===== config.mk =====
export PLATFORM = sky130hd
export DESIGN_NAME = alu_seq_ctrl
export DESIGN_NICKNAME = d
export VERILOG_FILES = /design/src/rtl/alu_seq_ctrl.sv
export SDC_FILE = /design/constraint.sdc
export NUM_CORES = 1
export LEC_CHECK = 0
export ABC_AREA = 1
export CAP_MARGIN = 20
export CELL_PAD_IN_SITES_DETAIL_PLACEMENT = 1
export CELL_PAD_IN_SITES_GLOBAL_PLACEMENT = 1
export CORE_MARGIN = 10
export CORE_UTILIZATION = 36
export CTS_CLUSTER_SIZE = 28
export DETAILED_ROUTE_END_ITERATION = 7
export GPL_TIMING_DRIVEN = 0
export PLACE_DENSITY_LB_ADDON = 0.1
export SLEW_MARGIN = 5
export SYNTH_ARGS = -nofsm -noshare
export SYNTH_HDL_FRONTEND = slang
export SYNTH_SLANG_ARGS = --single-unit
export TNS_END_PERCENT = 100

===== constraint.sdc =====
create_clock -name clk -period 2.7 [get_ports clk]
set_clock_uncertainty 0.1 [all_clocks]
set_input_delay 0.54 -clock clk [delete_from_list [all_inputs] [get_ports clk]]
set_output_delay 0.54 -clock clk [all_outputs]
set_load 0.1 [all_outputs]

===== src/rtl/alu_seq_ctrl.sv =====
`default_nettype none
// ============================================================================
//  Module   : alu_seq_ctrl
//  Purpose  : Button-sequenced operand/opcode loader with a registered ALU.
//             Each raw button is debounced into a single load pulse. The
//             pulses load A, B and the opcode. An opcode load triggers one
//             EXEC cycle that registers the result and the status flags. In
//             chain mode the result is also written back into A.
//  Ports    : clk        system clock, rising edge
//             i_rst      synchronous reset, active-low
//             i_btn[2:0] raw buttons: [0] load A, [1] load B, [2] load op+exec
//             i_sw_data  switch data (signed operand / opcode in low bits)
//             i_chain    1 = execute writes result back into A
//             o_led      registered result
//             o_valid    result matches current A/B/op
//             o_zero     result == 0
//             o_carry    carry (ADD) / borrow (SUB)
//             o_ovf      signed overflow (ADD/SUB)
//             o_err      last executed opcode unsupported
//  Revision : 1.0  initial release
// ============================================================================
module alu_seq_ctrl #(
    parameter int NB_DATA     = 8,
    parameter int NB_OP       = 6,
    parameter int NB_DBNC     = 20,
    parameter int DBNC_CYCLES = 1000000
) (
    input  logic               clk,
    input  logic               i_rst,
    input  logic [2:0]         i_btn,
    input  logic [NB_DATA-1:0] i_sw_data,
    input  logic               i_chain,
    output logic [NB_DATA-1:0] o_led,
    output logic               o_valid,
    output logic               o_zero,
    output logic               o_carry,
    output logic               o_ovf,
    output logic               o_err
);

    localparam int               c_SHW      = (NB_DATA > 1) ? $clog2(NB_DATA) : 1;
    localparam logic [NB_DBNC-1:0] c_DBNC    = NB_DBNC'(DBNC_CYCLES);
    localparam logic [NB_DBNC-1:0] c_DBNC_M1 = NB_DBNC'(DBNC_CYCLES - 1);

    localparam logic [NB_OP-1:0] c_OP_ADD = NB_OP'(6'b100000);
    localparam logic [NB_OP-1:0] c_OP_SUB = NB_OP'(6'b100010);
    localparam logic [NB_OP-1:0] c_OP_AND = NB_OP'(6'b100100);
    localparam logic [NB_OP-1:0] c_OP_OR  = NB_OP'(6'b100101);
    localparam logic [NB_OP-1:0] c_OP_XOR = NB_OP'(6'b100110);
    localparam logic [NB_OP-1:0] c_OP_NOR = NB_OP'(6'b100111);
    localparam logic [NB_OP-1:0] c_OP_SRA = NB_OP'(6'b000011);
    localparam logic [NB_OP-1:0] c_OP_SRL = NB_OP'(6'b000010);

    typedef enum logic [0:0] {
        S_IDLE = 1'b0,
        S_EXEC = 1'b1
    } state_t;

    state_t r_state;
    state_t w_state_next;

    logic [2:0] w_pulse;

    // ------------------------------------------------------------------
    // Debounce: the pulse is registered in the edge where the counter
    // reaches DBNC_CYCLES; the armed flag keeps a held button from
    // firing again until it is released.
    // ------------------------------------------------------------------
    generate
        for (genvar gi = 0; gi < 3; gi++) begin : g_dbnc
            logic [NB_DBNC-1:0] r_cnt;
            logic               r_armed;
            logic               r_pulse;

            always_ff @(posedge clk) begin
                if (!i_rst || !i_btn[gi]) begin
                    r_cnt   <= '0;
                    r_armed <= 1'b0;
                    r_pulse <= 1'b0;
                end else begin
                    r_pulse <= 1'b0;
                    if (r_cnt != c_DBNC) begin
                        r_cnt <= r_cnt + 1'b1;
                    end
                    if ((r_cnt == c_DBNC_M1) && !r_armed) begin
                        r_pulse <= 1'b1;
                        r_armed <= 1'b1;
                    end
                end
            end

            assign w_pulse[gi] = r_pulse;
        end
    endgenerate

    // Fixed priority; losing pulses are dropped, not queued.
    logic w_ld_a, w_ld_b, w_ld_op;
    assign w_ld_a  = w_pulse[0];
    assign w_ld_b  = w_pulse[1] & ~w_pulse[0];
    assign w_ld_op = w_pulse[2] & ~w_pulse[1] & ~w_pulse[0];

    logic [NB_DATA-1:0] r_a, r_b;
    logic [NB_OP-1:0]   r_op;
    logic [NB_DATA-1:0] r_led;
    logic               r_valid, r_zero, r_carry, r_ovf, r_err;

    // ------------------------------------------------------------------
    // ALU
    // ------------------------------------------------------------------
    logic [NB_DATA:0]   w_sum, w_diff;
    logic [c_SHW-1:0]   w_shamt;
    logic [NB_DATA-1:0] w_res;
    logic               w_carry, w_ovf, w_err;

    assign w_sum   = {1'b0, r_a} + {1'b0, r_b};
    assign w_diff  = {1'b0, r_a} - {1'b0, r_b};   // MSB is the unsigned borrow
    assign w_shamt = r_b[c_SHW-1:0];

    always_comb begin
        w_res   = '0;
        w_carry = 1'b0;
        w_ovf   = 1'b0;
        w_err   = 1'b0;
        case (r_op)
            c_OP_ADD: begin
                w_res   = w_sum[NB_DATA-1:0];
                w_carry = w_sum[NB_DATA];
                w_ovf   = (r_a[NB_DATA-1] == r_b[NB_DATA-1]) &&
                          (w_sum[NB_DATA-1] != r_a[NB_DATA-1]);
            end
            c_OP_SUB: begin
                w_res   = w_diff[NB_DATA-1:0];
                w_carry = w_diff[NB_DATA];
                w_ovf   = (r_a[NB_DATA-1] != r_b[NB_DATA-1]) &&
                          (w_diff[NB_DATA-1] != r_a[NB_DATA-1]);
            end
            c_OP_AND: w_res = r_a & r_b;
            c_OP_OR:  w_res = r_a | r_b;
            c_OP_XOR: w_res = r_a ^ r_b;
            c_OP_NOR: w_res = ~(r_a | r_b);
            c_OP_SRA: w_res = $signed(r_a) >>> w_shamt;
            c_OP_SRL: w_res = r_a >> w_shamt;
            default:  w_err = 1'b1;
        endcase
    end

    // ------------------------------------------------------------------
    // FSM
    // ------------------------------------------------------------------
    always_ff @(posedge clk) begin
        if (!i_rst) begin
            r_state <= S_IDLE;
        end else begin
            r_state <= w_state_next;
        end
    end

    always_comb begin
        w_state_next = r_state;
        case (r_state)
            S_IDLE:  if (w_ld_op) w_state_next = S_EXEC;
            S_EXEC:  w_state_next = S_IDLE;
            default: w_state_next = S_IDLE;
        endcase
    end

    // ------------------------------------------------------------------
    // Datapath registers
    // ------------------------------------------------------------------
    always_ff @(posedge clk) begin
        if (!i_rst) begin
            r_a     <= '0;
            r_b     <= '0;
            r_op    <= '0;
            r_led   <= '0;
            r_valid <= 1'b0;
            r_zero  <= 1'b0;
            r_carry <= 1'b0;
            r_ovf   <= 1'b0;
            r_err   <= 1'b0;
        end else if (r_state == S_IDLE) begin
            if (w_ld_a) begin
                r_a     <= i_sw_data;
                r_valid <= 1'b0;
            end else if (w_ld_b) begin
                r_b     <= i_sw_data;
                r_valid <= 1'b0;
            end else if (w_ld_op) begin
                r_op    <= i_sw_data[NB_OP-1:0];
                r_valid <= 1'b0;
            end
        end else begin
            r_led   <= w_res;
            r_zero  <= (w_res == '0);
            r_carry <= w_carry;
            r_ovf   <= w_ovf;
            r_err   <= w_err;
            r_valid <= 1'b1;
            if (i_chain) begin
                r_a <= w_res;
            end
        end
    end

    assign o_led   = r_led;
    assign o_valid = r_valid;
    assign o_zero  = r_zero;
    assign o_carry = r_carry;
    assign o_ovf   = r_ovf;
    assign o_err   = r_err;

endmodule
`default_nettype wire


-- Word level (Yosys, flattened, before mapping)
Cells that the tools add are included.
- register bits after elaboration: 102
- word-level logic and storage cells: 94
- bits of input ports: 14
- $add $sub $neg: 5
- shifts and indexed selects: 2
- mux-type cells: 16
- reduce and logical (&&, ||, !) cells: 22
- equality and inequality tests: 19
- bitwise operators: 11
- operator list (cell ; number):
    $pmux 8 s8 ; 1
    $add 20x1->20 const B ; 3
    $eq 20x20->1 const B ; 3
    $ne 20x20->1 const B ; 3
    $eq 6x6->1 const B ; 6
    $mux 8 ; 3
    $eq 6x2->1 const B ; 2
    $add 8x8->9 ; 1
    $mux 1 ; 9
    $sub 8x8->9 ; 1
    $and 8x8->8 ; 1
    $logic_not 8->1 ; 1
    $not 8->8 ; 1
    $or 8x8->8 ; 1
    $reduce_or 8->1 ; 1
    $shr 8x3->8 ; 1
    $sshr 8x3->8 ; 1
    $xor 8x8->8 ; 1
    $logic_not 1->1 ; 7
    $pmux 1 s2 ; 3
    $logic_and 1x1->1 ; 5
    $not 1->1 ; 4
    $reduce_and 4->1 ; 1
    $reduce_bool 4->1 ; 1
    8 further kinds ; 14

-- Longest topological paths before layout
- depth after elaboration: 7
- mapped depth: 16

-- Worst setup path after synthesis
No wires, ideal clock.
- path kind: register -> register
- start: register r_b[1]
- end: register r_zero (netlist: o_zero)
- stages on the path, launching flop included: 17
- buffers on the path: 1
- required time: 2.530 ns
- slack: 0.647 ns
- arrival time: 1.882 ns
- path through: dfxtp_1 > buf_2 > inv_2 > fa_1 > inv_1 > nand2_1 > nand2_1 > nand3_1 > nand2_1 > nand2_1 > nand3_1 > nand3_1 > nor2_1 > nand2_1 > nor2_1 > nand2_1 > a21oi_1
- word-level cells in the longest chain between the ends: 4
- elaborated cells between the ends (all ways): 10
- classes of those cells: add/sub (2); shift (2); mux (1); bitwise (4); reduce/logical (1)
- RTL lines (element ; line ; source):
    start: declaration ; 102 ; logic [NB_DATA-1:0] r_a, r_b;
    start signal: assignment ; 186 ; r_b <= i_sw_data;
    branches (longest 2 deep; another with $sub 8x8->9) ; - ;
    $pmux 8 s8 * ; 124 ; case (r_op)
    $logic_not 8->1 * ; 194 ; r_zero <= (w_res == '0);
    end signal: assignment ; 194 ;
    end: declaration ; 105 ; logic r_valid, r_zero, r_carry, r_ovf, r_err;
Every way passes the cells marked *.
A chain may end at the register's enable or synchronous reset.

-- Worst setup path in the final report
- start: register r_err (netlist: o_err)
- end: output o_err
- RTL lines (element ; line ; source):
    start: declaration ; 105 ;
    start signal: assignment ; 197 ; r_err <= w_err;
    end: declaration ; 38 ; output logic o_err
No word-level cell between the ends.

==> metrics <==
RSZ-0062 raised after global routing=false; area grow syn2layout=13.7%; Post-synth top flop=dfxtp_1; Warnings, synthesis=0; Seq/Total Area, Yosys=33.1%; fin cells=1207; drt initial violations=322; GPL Wtd Cong=0.870; Initial Utilization=36.9%; Mapped Area=0.00617 mm2; Min-Delay Path Class=reg2reg; via count=6213; Via density=5.15; PortBufs=25; fin. max-slew vios=0; worst setup margin=0.144 ns; post-synth top area share=33.1%; CP max-delay cell=clkdlybuf4s50_1; Chip Height=151 um; ANT nets after route=0; Buffers & Inverters on Critical Path=1; clock root cell=clkbuf_16; placed insts=1191; peak supply drop=0.000346 V; outcome=completed; Synth area leaders=dfxtp_1 (33%), nand2_1 (12%), inv_1 (8.3%), a21oi_1 (7.2%), nand3_1 (7.0%); # IOs=27; vias in the first global route=6084; final setup TNS=0 ns; Critical Path RT=2.06 ns; total power=2.90 mW; layout cell share with drive strength beyond 1=6.48%; Async SR Flop Fraction=0%; Placed Instance Area=0.00669 mm2; Final Cell Area=0.00701 mm2; Worst-Skew Late Latency=0.37 ns; critical path type=reg2out; Die X=151 um; H-tree depth=3; first-pass GRT wire length=31.1 mm; Post-CTS Hold Buffers=0; CP Max Fanout=2; Yosys reg bits=102; DRT Wirelength=19.0 mm; final critical-path required period=2.56 ns; Fill cells=2207; Synth Area per Inst=6.52 um2; Hold EP=g_dbnc[1].r_cnt[19]$_SDFFE_PP0P_; Distinct cells, synth=40; pin count of the biggest net entering global routing=19; aggregate global-route resource usage=17.1%; DP HPWL=15.0 mm; EDFF count, synth=0; hold_ws=0.362 ns; nets@finish=1028; power per cell area=413 mW/mm2; CP arrival=1.92 ns; row count=47; Max Cap Viol=0; antenna violations before repair=0; global route overflow=0; max incr delay on CP=1.19 ns; cells after synthesis=946; ant diodes=0; drc violations=0; syn_nets=992; part of the cycle the worst path needs=94.7%; crit end category=output pin; drt pass-1 iters=4; CTS sink cnt=102; hold path startpoint=g_dbnc[1].r_cnt[19]$_SDFFE_PP0P_; Final Util=42.0%; R2R Path Start=r_a[5]$_SDFFE_PN0P_; drt wl/cell=15.8 um; Max Clock Freq=391 MHz; Slew headroom=30.5%; startpoint types=flip-flop; leakage power=2.67 nW; CTS tree=done; final setup vio count=0; reg2reg setup slack=0.25 ns; TritonCTS buffer count=9; CORE AREA=0.0167 mm2; Final Hold Viols=0; worst path cell trace=clkdlybuf4s50_1; reg2reg end=o_zero$_SDFFE_PN0P_; CTS clk-pin slew, worst paths=0.07 ns; measured slew at the worst slew-check pin=1.04 ns; Synth area leader=dfxtp_1; Worst Reg-to-Reg Cells=13; die area=0.0228 mm2; Top Family by Delay on Critical Path=buffers and inverters; maximum buffer depth of the clock tree=2; hold path depth=2; dpl ws=0.117 ns
layout make-up:
type / count / area [um2] / area share [%]
flip-flops and latches: 102 / 2050 / 29.2
plain buffers: 20 / 97.6 / 1.39
inverters: 143 / 539 / 7.69
clock buffers: 10 / 229 / 3.26
repair buffers: 25 / 250 / 3.57
clock inverters: 6 / 56.3 / 0.803
multi-input cells: 681 / 3520 / 50.1
well taps: 220 / 275 / 3.92
cells by family (layout without fill, tap and decap cells):
logic type      after synthesis  in the layout  share of synthesized area, %
simple gates                473            473                          34.8
compound gates              168            168                          14.1
buf+inv                     163            204                          10.1
flops                       102            102                          33.1
fa+ha+maj                    32             32                          6.73
xor+xnor                      8              8                          1.14
synth_stat cells (5+ instances only):
cell / n
nand3_1: 86
inv_1: 137
nor4_1: 10
nor2_1: 91
dfxtp_1: 102
nand4_1: 18
a21oi_1: 89
buf_2: 8
o21ai_0: 63
nor3_1: 31
nand3b_1: 5
nand2_1: 199
ha_1: 30
clkbuf_1: 11
xor2_1: 5
nor2_2: 9
timing repair:
item	CTS	global route
setup endpoints to repair	0	5
resized for setup	0	17
endpoints found under the hold margin	0	0
setup buffers	0	0
power by group:
group	switching, mW	internal (mW)	leakage (nW)
clock network	0.659	0.644	0.140
registers	0.00488	1.51	0.826
logic	0.0514	0.0302	1.71
cells in the final DEF (no fill, tap or decap), types with 12 or more instances in the layout:
cell type and n:
dfxtp_1 95, nor3_1 30, nand4_1 18, ha_1 29, nand3_1 85, inv_1 137
nor2_1 91, a21oi_1 89, nand2_1 199, clkdlybuf4s50_1 25, clkbuf_1 12, o21ai_0 63
tightest hold or removal path: cells and delay by family, from the launching register on:
family	cells	cell delay, ns
flops	1	0.31
simple gates	1	0.06
compound gates	1	0.05
worst max path at each step:
stage / to / cells past startpoint / startpoint / slack, ns
3_5_place_dp: o_zero$_SDFFE_PN0P_ / 16 / r_b[1]$_SDFFE_PN0P_ / 0.12
4_1_cts: o_zero$_SDFFE_PN0P_ / 16 / r_b[1]$_SDFFE_PN0P_ / 0.11
2_1_floorplan: o_zero$_SDFFE_PN0P_ / 16 / r_b[1]$_SDFFE_PN0P_ / 0.65
3_3_place_gp: o_zero$_SDFFE_PN0P_ / 16 / r_b[1]$_SDFFE_PN0P_ / 0.11
5_1_grt: o_zero$_SDFFE_PN0P_ / 13 / r_a[5]$_SDFFE_PN0P_ / 0.02
6_report: o_err / 1 / o_err$_SDFFE_PN0P_ / 0.14
registers in the layout (all words and copies together) (netlist names):
name            cells
g_dbnc.r_armed      3
o_carry             1
g_dbnc.r_cnt       60
o_ovf               1
o_err               1
r_op                6
r_a                 8
o_zero              1
o_valid             1
r_b                 8
r_state             1
o_led               8
g_dbnc.r_pulse      3
routing by layer:
layer / track usage [%] / vias up / routed length (um) / part of all wire, %
li1: - / 3165 / - / -
met1: 24.2 / 2968 / 9770 / 51
met2: 26.3 / 70 / 8450 / 44
met3: 2.83 / 10 / 645 / 3.4
met4: 4.28 / 0 / 174 / 0.91
met5: 0 / - / 0 / 0
No activity file was read; power rests on OpenSTA's default activity.
